### config.mk
export PLATFORM = sky130hd
export DESIGN_NAME = thread_lsu
export DESIGN_NICKNAME = d
export VERILOG_FILES = /design/src/rtl/thread_lsu.sv
export SDC_FILE = /design/constraint.sdc
export NUM_CORES = 1
export LEC_CHECK = 0
export CAP_MARGIN = 20
export CORE_UTILIZATION = 43
export DETAILED_ROUTE_END_ITERATION = 8
export GPL_ROUTABILITY_DRIVEN = 0
export PLACE_DENSITY = 0.8
export SLEW_MARGIN = 40
export SYNTH_ARGS = -nofsm -noshare
export SYNTH_HDL_FRONTEND = slang
export SYNTH_SLANG_ARGS = --single-unit
### constraint.sdc
create_clock -name clk -period 2.11 [get_ports clk]
set_clock_uncertainty 0.1 [all_clocks]
set_input_delay 0.211 -clock clk [delete_from_list [all_inputs] [get_ports clk]]
set_output_delay 0.211 -clock clk [all_outputs]
set_load 0.02 [all_outputs]
### src/rtl/thread_lsu.sv
// Per-thread load/store unit: issues one valid/ready memory transaction per LDR/STR
// and reports completion to the scheduler through lsu_state.
//   state      | meaning
//   S_IDLE     | waiting for a REQUEST with LDR or STR decoded
//   S_REQ      | valid held on one channel until ready or timeout
//   S_DONE     | result/error held until the scheduler's UPDATE
module thread_lsu #(
  parameter int ADDR_BITS      = 8,
  parameter int DATA_BITS      = 8,
  parameter int TIMEOUT_CYCLES = 64
) (
  input  logic                 clk,
  input  logic                 reset,
  input  logic                 enable,
  input  logic [3:0]           core_state,
  input  logic                 decoded_mem_read_enable,
  input  logic                 decoded_mem_write_enable,
  input  logic [7:0]           rs,
  input  logic [7:0]           rt,
  output logic                 mem_read_valid,
  output logic [ADDR_BITS-1:0] mem_read_address,
  input  logic                 mem_read_ready,
  input  logic [DATA_BITS-1:0] mem_read_data,
  output logic                 mem_write_valid,
  output logic [ADDR_BITS-1:0] mem_write_address,
  output logic [DATA_BITS-1:0] mem_write_data,
  input  logic                 mem_write_ready,
  output logic [1:0]           lsu_state,
  output logic [DATA_BITS-1:0] lsu_out,
  output logic                 lsu_error
);

  localparam logic [3:0] CS_REQUEST = 4'b0100;
  localparam logic [3:0] CS_UPDATE  = 4'b0111;
  localparam int         CNT_W      = (TIMEOUT_CYCLES > 1) ? $clog2(TIMEOUT_CYCLES) : 1;
  localparam logic [CNT_W-1:0] CNT_LAST =
    CNT_W'((TIMEOUT_CYCLES > 0) ? TIMEOUT_CYCLES - 1 : 0);

  typedef enum logic [1:0] {
    S_IDLE = 2'b00,
    S_REQ  = 2'b01,
    S_DONE = 2'b11
  } state_t;

  state_t               r_state,    w_state_nxt;
  logic [CNT_W-1:0]     r_cnt,      w_cnt_nxt;
  logic                 r_rd_valid, w_rd_valid_nxt;
  logic                 r_wr_valid, w_wr_valid_nxt;
  logic [ADDR_BITS-1:0] r_rd_addr,  w_rd_addr_nxt;
  logic [ADDR_BITS-1:0] r_wr_addr,  w_wr_addr_nxt;
  logic [DATA_BITS-1:0] r_wr_data,  w_wr_data_nxt;
  logic [DATA_BITS-1:0] r_out,      w_out_nxt;
  logic                 r_err,      w_err_nxt;

  logic w_ready;
  logic w_timeout;

  // Only the channel that was issued is listened to.
  assign w_ready   = r_rd_valid ? mem_read_ready : mem_write_ready;
  assign w_timeout = (TIMEOUT_CYCLES != 0) && (r_cnt == CNT_LAST);

  always_comb begin
    w_state_nxt    = r_state;
    w_cnt_nxt      = r_cnt;
    w_rd_valid_nxt = r_rd_valid;
    w_wr_valid_nxt = r_wr_valid;
    w_rd_addr_nxt  = r_rd_addr;
    w_wr_addr_nxt  = r_wr_addr;
    w_wr_data_nxt  = r_wr_data;
    w_out_nxt      = r_out;
    w_err_nxt      = r_err;
    if (enable) begin
      case (r_state)
        S_IDLE: begin
          if (core_state == CS_REQUEST && decoded_mem_read_enable) begin
            w_rd_addr_nxt  = ADDR_BITS'(rs);
            w_rd_valid_nxt = 1'b1;
            w_err_nxt      = 1'b0;
            w_cnt_nxt      = '0;
            w_state_nxt    = S_REQ;
          end else if (core_state == CS_REQUEST && decoded_mem_write_enable) begin
            w_wr_addr_nxt  = ADDR_BITS'(rs);
            w_wr_data_nxt  = DATA_BITS'(rt);
            w_wr_valid_nxt = 1'b1;
            w_err_nxt      = 1'b0;
            w_cnt_nxt      = '0;
            w_state_nxt    = S_REQ;
          end
        end
        S_REQ: begin
          if (w_ready) begin
            if (r_rd_valid) w_out_nxt = mem_read_data;
            w_rd_valid_nxt = 1'b0;
            w_wr_valid_nxt = 1'b0;
            w_state_nxt    = S_DONE;
          end else if (w_timeout) begin
            if (r_rd_valid) w_out_nxt = '0;
            w_rd_valid_nxt = 1'b0;
            w_wr_valid_nxt = 1'b0;
            w_err_nxt      = 1'b1;
            w_state_nxt    = S_DONE;
          end else begin
            w_cnt_nxt = r_cnt + CNT_W'(1);
          end
        end
        S_DONE: begin
          if (core_state == CS_UPDATE) w_state_nxt = S_IDLE;
        end
        default: w_state_nxt = S_IDLE;
      endcase
    end
  end

  always_ff @(posedge clk) begin
    if (reset) begin
      r_state    <= S_IDLE;
      r_cnt      <= '0;
      r_rd_valid <= 1'b0;
      r_wr_valid <= 1'b0;
      r_rd_addr  <= '0;
      r_wr_addr  <= '0;
      r_wr_data  <= '0;
      r_out      <= '0;
      r_err      <= 1'b0;
    end else begin
      r_state    <= w_state_nxt;
      r_cnt      <= w_cnt_nxt;
      r_rd_valid <= w_rd_valid_nxt;
      r_wr_valid <= w_wr_valid_nxt;
      r_rd_addr  <= w_rd_addr_nxt;
      r_wr_addr  <= w_wr_addr_nxt;
      r_wr_data  <= w_wr_data_nxt;
      r_out      <= w_out_nxt;
      r_err      <= w_err_nxt;
    end
  end

  assign mem_read_valid    = r_rd_valid;
  assign mem_read_address  = r_rd_addr;
  assign mem_write_valid   = r_wr_valid;
  assign mem_write_address = r_wr_addr;
  assign mem_write_data    = r_wr_data;
  assign lsu_state         = r_state;
  assign lsu_out           = r_out;
  assign lsu_error         = r_err;

endmodule

After elaboration in Yosys (flattened, before gate mapping)
Index checks and enable logic that the tools add are counted.
{"block": "totals", "output_inout_bits": 37, "latch_bits": 0, "wordCells": 68, "reg_bits": 43, "ram_bits": 0, "rom_bits": 0, "mem_count": 0, "inputBits": 35}
{"block": "op_classes", "eq_ne": 16, "n_reduce_logical": 13, "magnitude_cmp": 0, "n_bitwise": 1, "n_mux": 28, "div": 0, "n_shift": 0, "n_addsub": 1, "mul": 0}
{"cell": "$mux W8", "count": 4}
{"cell": "$mux W6", "count": 4}
{"cell": "$reduce_and A5 Y1", "count": 4}
{"cell": "$ne A2 B2 Y1 const B", "count": 9}
{"cell": "$pmux W6 S2", "count": 1}
{"cell": "$reduce_and A4 Y1", "count": 3}
{"cell": "$mux W1", "count": 10}
{"cell": "$mux W2", "count": 5}
{"cell": "$eq A4 B3 Y1 const B", "count": 2}
{"cell": "$add A6 B1 Y6 const B", "count": 1}
{"cell": "$eq A6 B6 Y1 const B", "count": 1}
{"cell": "$ne A3 B3 Y1 const B", "count": 2}
{"cell": "$pmux W1 S2", "count": 3}
{"cell": "$pmux W2 S3", "count": 1}
{"cell": "$reduce_bool A2 Y1", "count": 2}
{"cell": "$reduce_and A3 Y1", "count": 1}
{"cell": "$eq A2 B1 Y1 const B", "count": 1}
{"cell": "$eq A2 B2 Y1 const B", "count": 1}
{"cell": "$logic_and A1 B1 Y1", "count": 2}
{"cell": "$logic_not A2 Y1", "count": 1}
{"cell": "$not A1 Y1", "count": 1}

Longest topological paths before layout
{"block": "depth", "word_depth": 5, "depth_mapped": 6, "depth_no_buf": 5}

Least setup slack after synthesis
Ideal clock, no wire load.
{"block": "synth_path", "path_type": "register to register", "start": "register r_rd_valid (netlist: mem_read_valid)", "end": "register r_cnt[5]", "required_ps": 1924, "stages_incl_launch_ff": 5, "arrival_ps": 1447, "n_path_buf": 0, "setup_time_ps": 86, "synth_period_minus_slack_ps": 1633, "setup_slack_ps": 477, "path_cell_list": "dfxtp_1 mux2i_2 nand2_1 a22o_1 a221oi_2"}
{"block": "synth_via", "elab_chain_len": 3}
{"element": "from (decl)", "line": "47", "text": "logic r_rd_valid, w_rd_valid_nxt;"}
{"element": "from (signal assigned)", "line": "128", "text": "r_rd_valid <= w_rd_valid_nxt;"}
{"element": "$mux W1", "line": "59", "text": "assign w_ready = r_rd_valid ? mem_read_ready : mem_write_ready;"}
{"element": "$ne A2 B2 Y1 (no line)"}
{"element": "$reduce_and A5 Y1 (no line)"}
{"element": "to (signal assigned)", "line": "127", "text": "r_cnt <= w_cnt_nxt;"}
{"element": "to (decl)", "line": "46", "text": "logic [CNT_W-1:0] r_cnt, w_cnt_nxt;"}
Every way passes these cells.
A chain may end at the register's enable or synchronous reset.

Worst setup path after layout
{"block": "layout_path", "start": "register r_cnt[0]", "end": "register r_cnt[2]"}
{"block": "layout_via", "elab_chain_len": 4, "elab_cells_between_ends": 7, "classes_between": "add/sub: 1; eq/ne: 2; mux: 3; reduce/logical: 1"}
{"element": "$add A6 B1 Y6", "line": "103", "text": "w_cnt_nxt = r_cnt + CNT_W'(1);"}
{"element": "$mux W6", "line": "96", "text": "end else if (w_timeout) begin"}
{"element": "$mux W6", "line": "91", "text": "if (w_ready) begin"}
{"element": "$pmux W6 S2", "line": "73", "text": "case (r_state)"}
Several ways; a longest one is shown, not always the timed one. The select of a mux whose other input is x is not followed.

==> flow_summary.json <==
{
  "seq_power_share": 0.532,
  "fp.dieH_um": 67.4,
  "total_power_uw": 1550,
  "cts_buffers": 5,
  "period_needed_ns": 1.82,
  "yosysWarnings": 0,
  "finalMaxSlewViolations": 0,
  "maxCapViolCount": 0,
  "crit_buf_inv": 1,
  "pwr-share-comb": 0.104,
  "area_growth_pct": 45.9,
  "die_w_um": 67.4,
  "critPathKind": "register to register",
  "fin_crit_sh": 0.864,
  "cts_tree": "built",
  "netlist.top_cell.by_area": "dfxtp_1",
  "wire_per_inst_um": 13.2,
  "yosys.area_share.simple": 0.207,
  "slowest_delay_ns": 0.40,
  "viasPerCell": 5.24,
  "post_cts_resized": 0,
  "synth_top_family_by_area": "simple AND/OR/NAND/NOR gates",
  "synthFlopType": "dfxtp_1",
  "vias": 1671,
  "cts_root_buf": "clkbuf_8",
  "num_io_pins": 72,
  "cp_max_fo": 6,
  "grt_pass1_wl_um": 6650,
  "synth_seq_cells": 43,
  "final-seq-area_um2": 861,
  "worstHoldStart": "mem_read_data[2]",
  "grt.total_usage": 0.197,
  "synth_edf_count": 0,
  "synth_compound_area_frac": 0.131,
  "cts_hold_buffers": 0,
  "reg2reg_from": "r_cnt[0]$_SDFFE_PP0P_",
  "routed_wl_um": 4200,
  "synth_fa_ha_area_frac": 0.00680,
  "io_buffers": 71,
  "synth.most_common_cell": "dfxtp_1",
  "p_sw_frac": 0.223,
  "fmax_mhz": 548,
  "synth-seq-area-share": 0.468,
  "worst_r2r_path_depth": 5,
  "setup_tns_ns": 0,
  "cp.arrival_ns": 1.94,
  "cp-startpoint": "r_cnt[0]$_SDFFE_PP0P_",
  "grt_overflow": 0,
  "h-tree-depth": 2,
  "power_frac_clock": 0.364,
  "slew_headroom": 0.650,
  "avgSynthCellArea_um2": 9.48,
  "cts.sinks": 43,
  "syn_nets": 230,
  "drtPass1Iterations": 4,
  "drt_iter0_markers": 111,
  "antenna_left": 0,
  "endpoint_kind": "register",
  "ys_async_sr_fraction": 0,
  "critPathRequiredTime_ns": 2.22,
  "n_antenna_cell": 0,
  "p_leak_uw": 0.00110,
  "synthXorXnorAreaFrac": 0,
  "synth.area.top_cells": "dfxtp_1, mux2i_1, nor2_1",
  "power.density_nw_per_um2": 579,
  "hold_path.class": "input port to register",
  "cp_top_family": "compound AO/OA/AOI/OAI gates",
  "p_int_uw": 1210,
  "switchingPower_uw": 346,
  "clk-insertion-delay-late_ns": 0.30,
  "peakVddDrop_mv": 0.438,
  "coreArea_um2": 4060,
  "syn_area_um2": 1840,
  "holdPathStages": 3,
  "synthMuxAreaShare": 0.138,
  "rsz0062_at_grt": "no",
  "synth.top_cell.area_share": 0.468,
  "finalHoldViolCount": 0,
  "drcViolationCount": 0,
  "yosys.cell_types.count": 37,
  "path_depth": 5,
  "die-area_um2": 4540,
  "worst_path_max_delay_cell": "dfxtp_1",
  "fin_nets": 304,
  "clockBufferDepth": 2,
  "path_cells": "ha_1, inv_1, o211ai_1, nand2_1, a311oi_1",
  "dp_hpwl_um": 3050,
  "grt_pass1_vias": 1529,
  "nFillCells": 346,
  "path_clk_slew_ns": 0.08,
  "status": "completed",
  "final-setup-viol-count": 0,
  "worst_pin_slew_ns": 0.525,
  "rows": 23,
  "drive_gt1_frac": 0.0855,
  "multi_input_comb_area_um2": 890,
  "synthTopCellsByCount": "dfxtp_1, mux2i_1, nor2_1",
  "antenna_found_initial": 0,
  "start_util": 0.453,
  "utilization": 0.661,
  "cts_setup_buffers": 0,
  "synthCells": 194,
  "fin_hold_ws_ns": 0.363,
  "grt_max_degree": 17,
  "cp-start-kind": "register"
}
-- layout make-up --
cell class | count | area share
flip-flops and latches | 43 | 0.321
clock buffers | 8 | 0.0373
inverters | 6 | 0.00839
well taps | 50 | 0.0233
repair buffers | 76 | 0.279
multi-input cells | 136 | 0.331
-- power groups by stage --
stage	sequential, uW	clock [uW]	combinational, uW
after floorplan	850	0	63.7
after global placement	845	0	160
after detailed placement	845	0	161
after CTS	826	584	162
after global routing	827	616	174
final	826	566	162
-- worst reg2reg max path: cells and delay by family (launching register included) --
kind / cells / cell delay, ns
AND/OR/NAND/NOR: 1 / 0.16
buffers and inverters: 1 / 0.12
adder cells (fa/ha/maj): 1 / 0.30
AO/OA/AOI/OAI: 2 / 0.66
flip-flops: 1 / 0.40
-- layout by cell type (no fill, tap or decap), types with 6 or more instances in the layout --
master / count
nand2_1: 17
inv_1: 6
nor2_1: 24
clkdlybuf4s50_1: 71
o21ai_0: 12
dfxtp_1: 43
nand3_1: 9
clkbuf_8: 7
a21oi_1: 16
mux2i_1: 24
-- final timing paths --
path                                           endpoint  slack (ns)
worst max-delay path              r_cnt[2]$_SDFFE_PP0P_        0.29
worst min-delay path            lsu_out[2]$_SDFFE_PP0P_        0.36
worst max register to register    r_cnt[2]$_SDFFE_PP0P_        0.29
worst min register to register   lsu_error$_SDFFE_PP0P_        0.38
-- sequential cells by signal, summed over array words and instances (netlist names) --
name and count:
lsu_error 1, lsu_out 8, lsu_state 2, mem_read_address 8, mem_read_valid 1, mem_write_address 8, mem_write_data 8, mem_write_valid 1
r_cnt 6
-- routing by layer --
layer  global-route usage  routed length [um]  vias to the layer above
met3               0.0726                 361                        7
met1                0.237                1850                      774
met5                    0                   0                        -
met4               0.0957                  73                        0
li1                     -                   -                      830
met2                0.310                1910                       60
-- logic make-up after synthesis --
| kind of cell | after synthesis |
|---|---|
| buf+inv | 15 |
| compound gates | 40 |
| simple gates | 70 |
| fa+ha+maj | 1 |
| flops | 43 |
| mux | 25 |
-- through the flow --
step | instances | setup WS, ns | cell area (um^2)
2_1_floorplan | 194 | 0.477 | 1840
5_1_grt | 319 | 0.101 | 2680
3_5_place_dp | 311 | 0.00873 | 2580
3_3_place_gp | 311 | 0.0603 | 2580
6_report | 319 | 0.287 | 2680
4_1_cts | 319 | 0.297 | 2680
No activity file was read; power rests on OpenSTA's default activity.
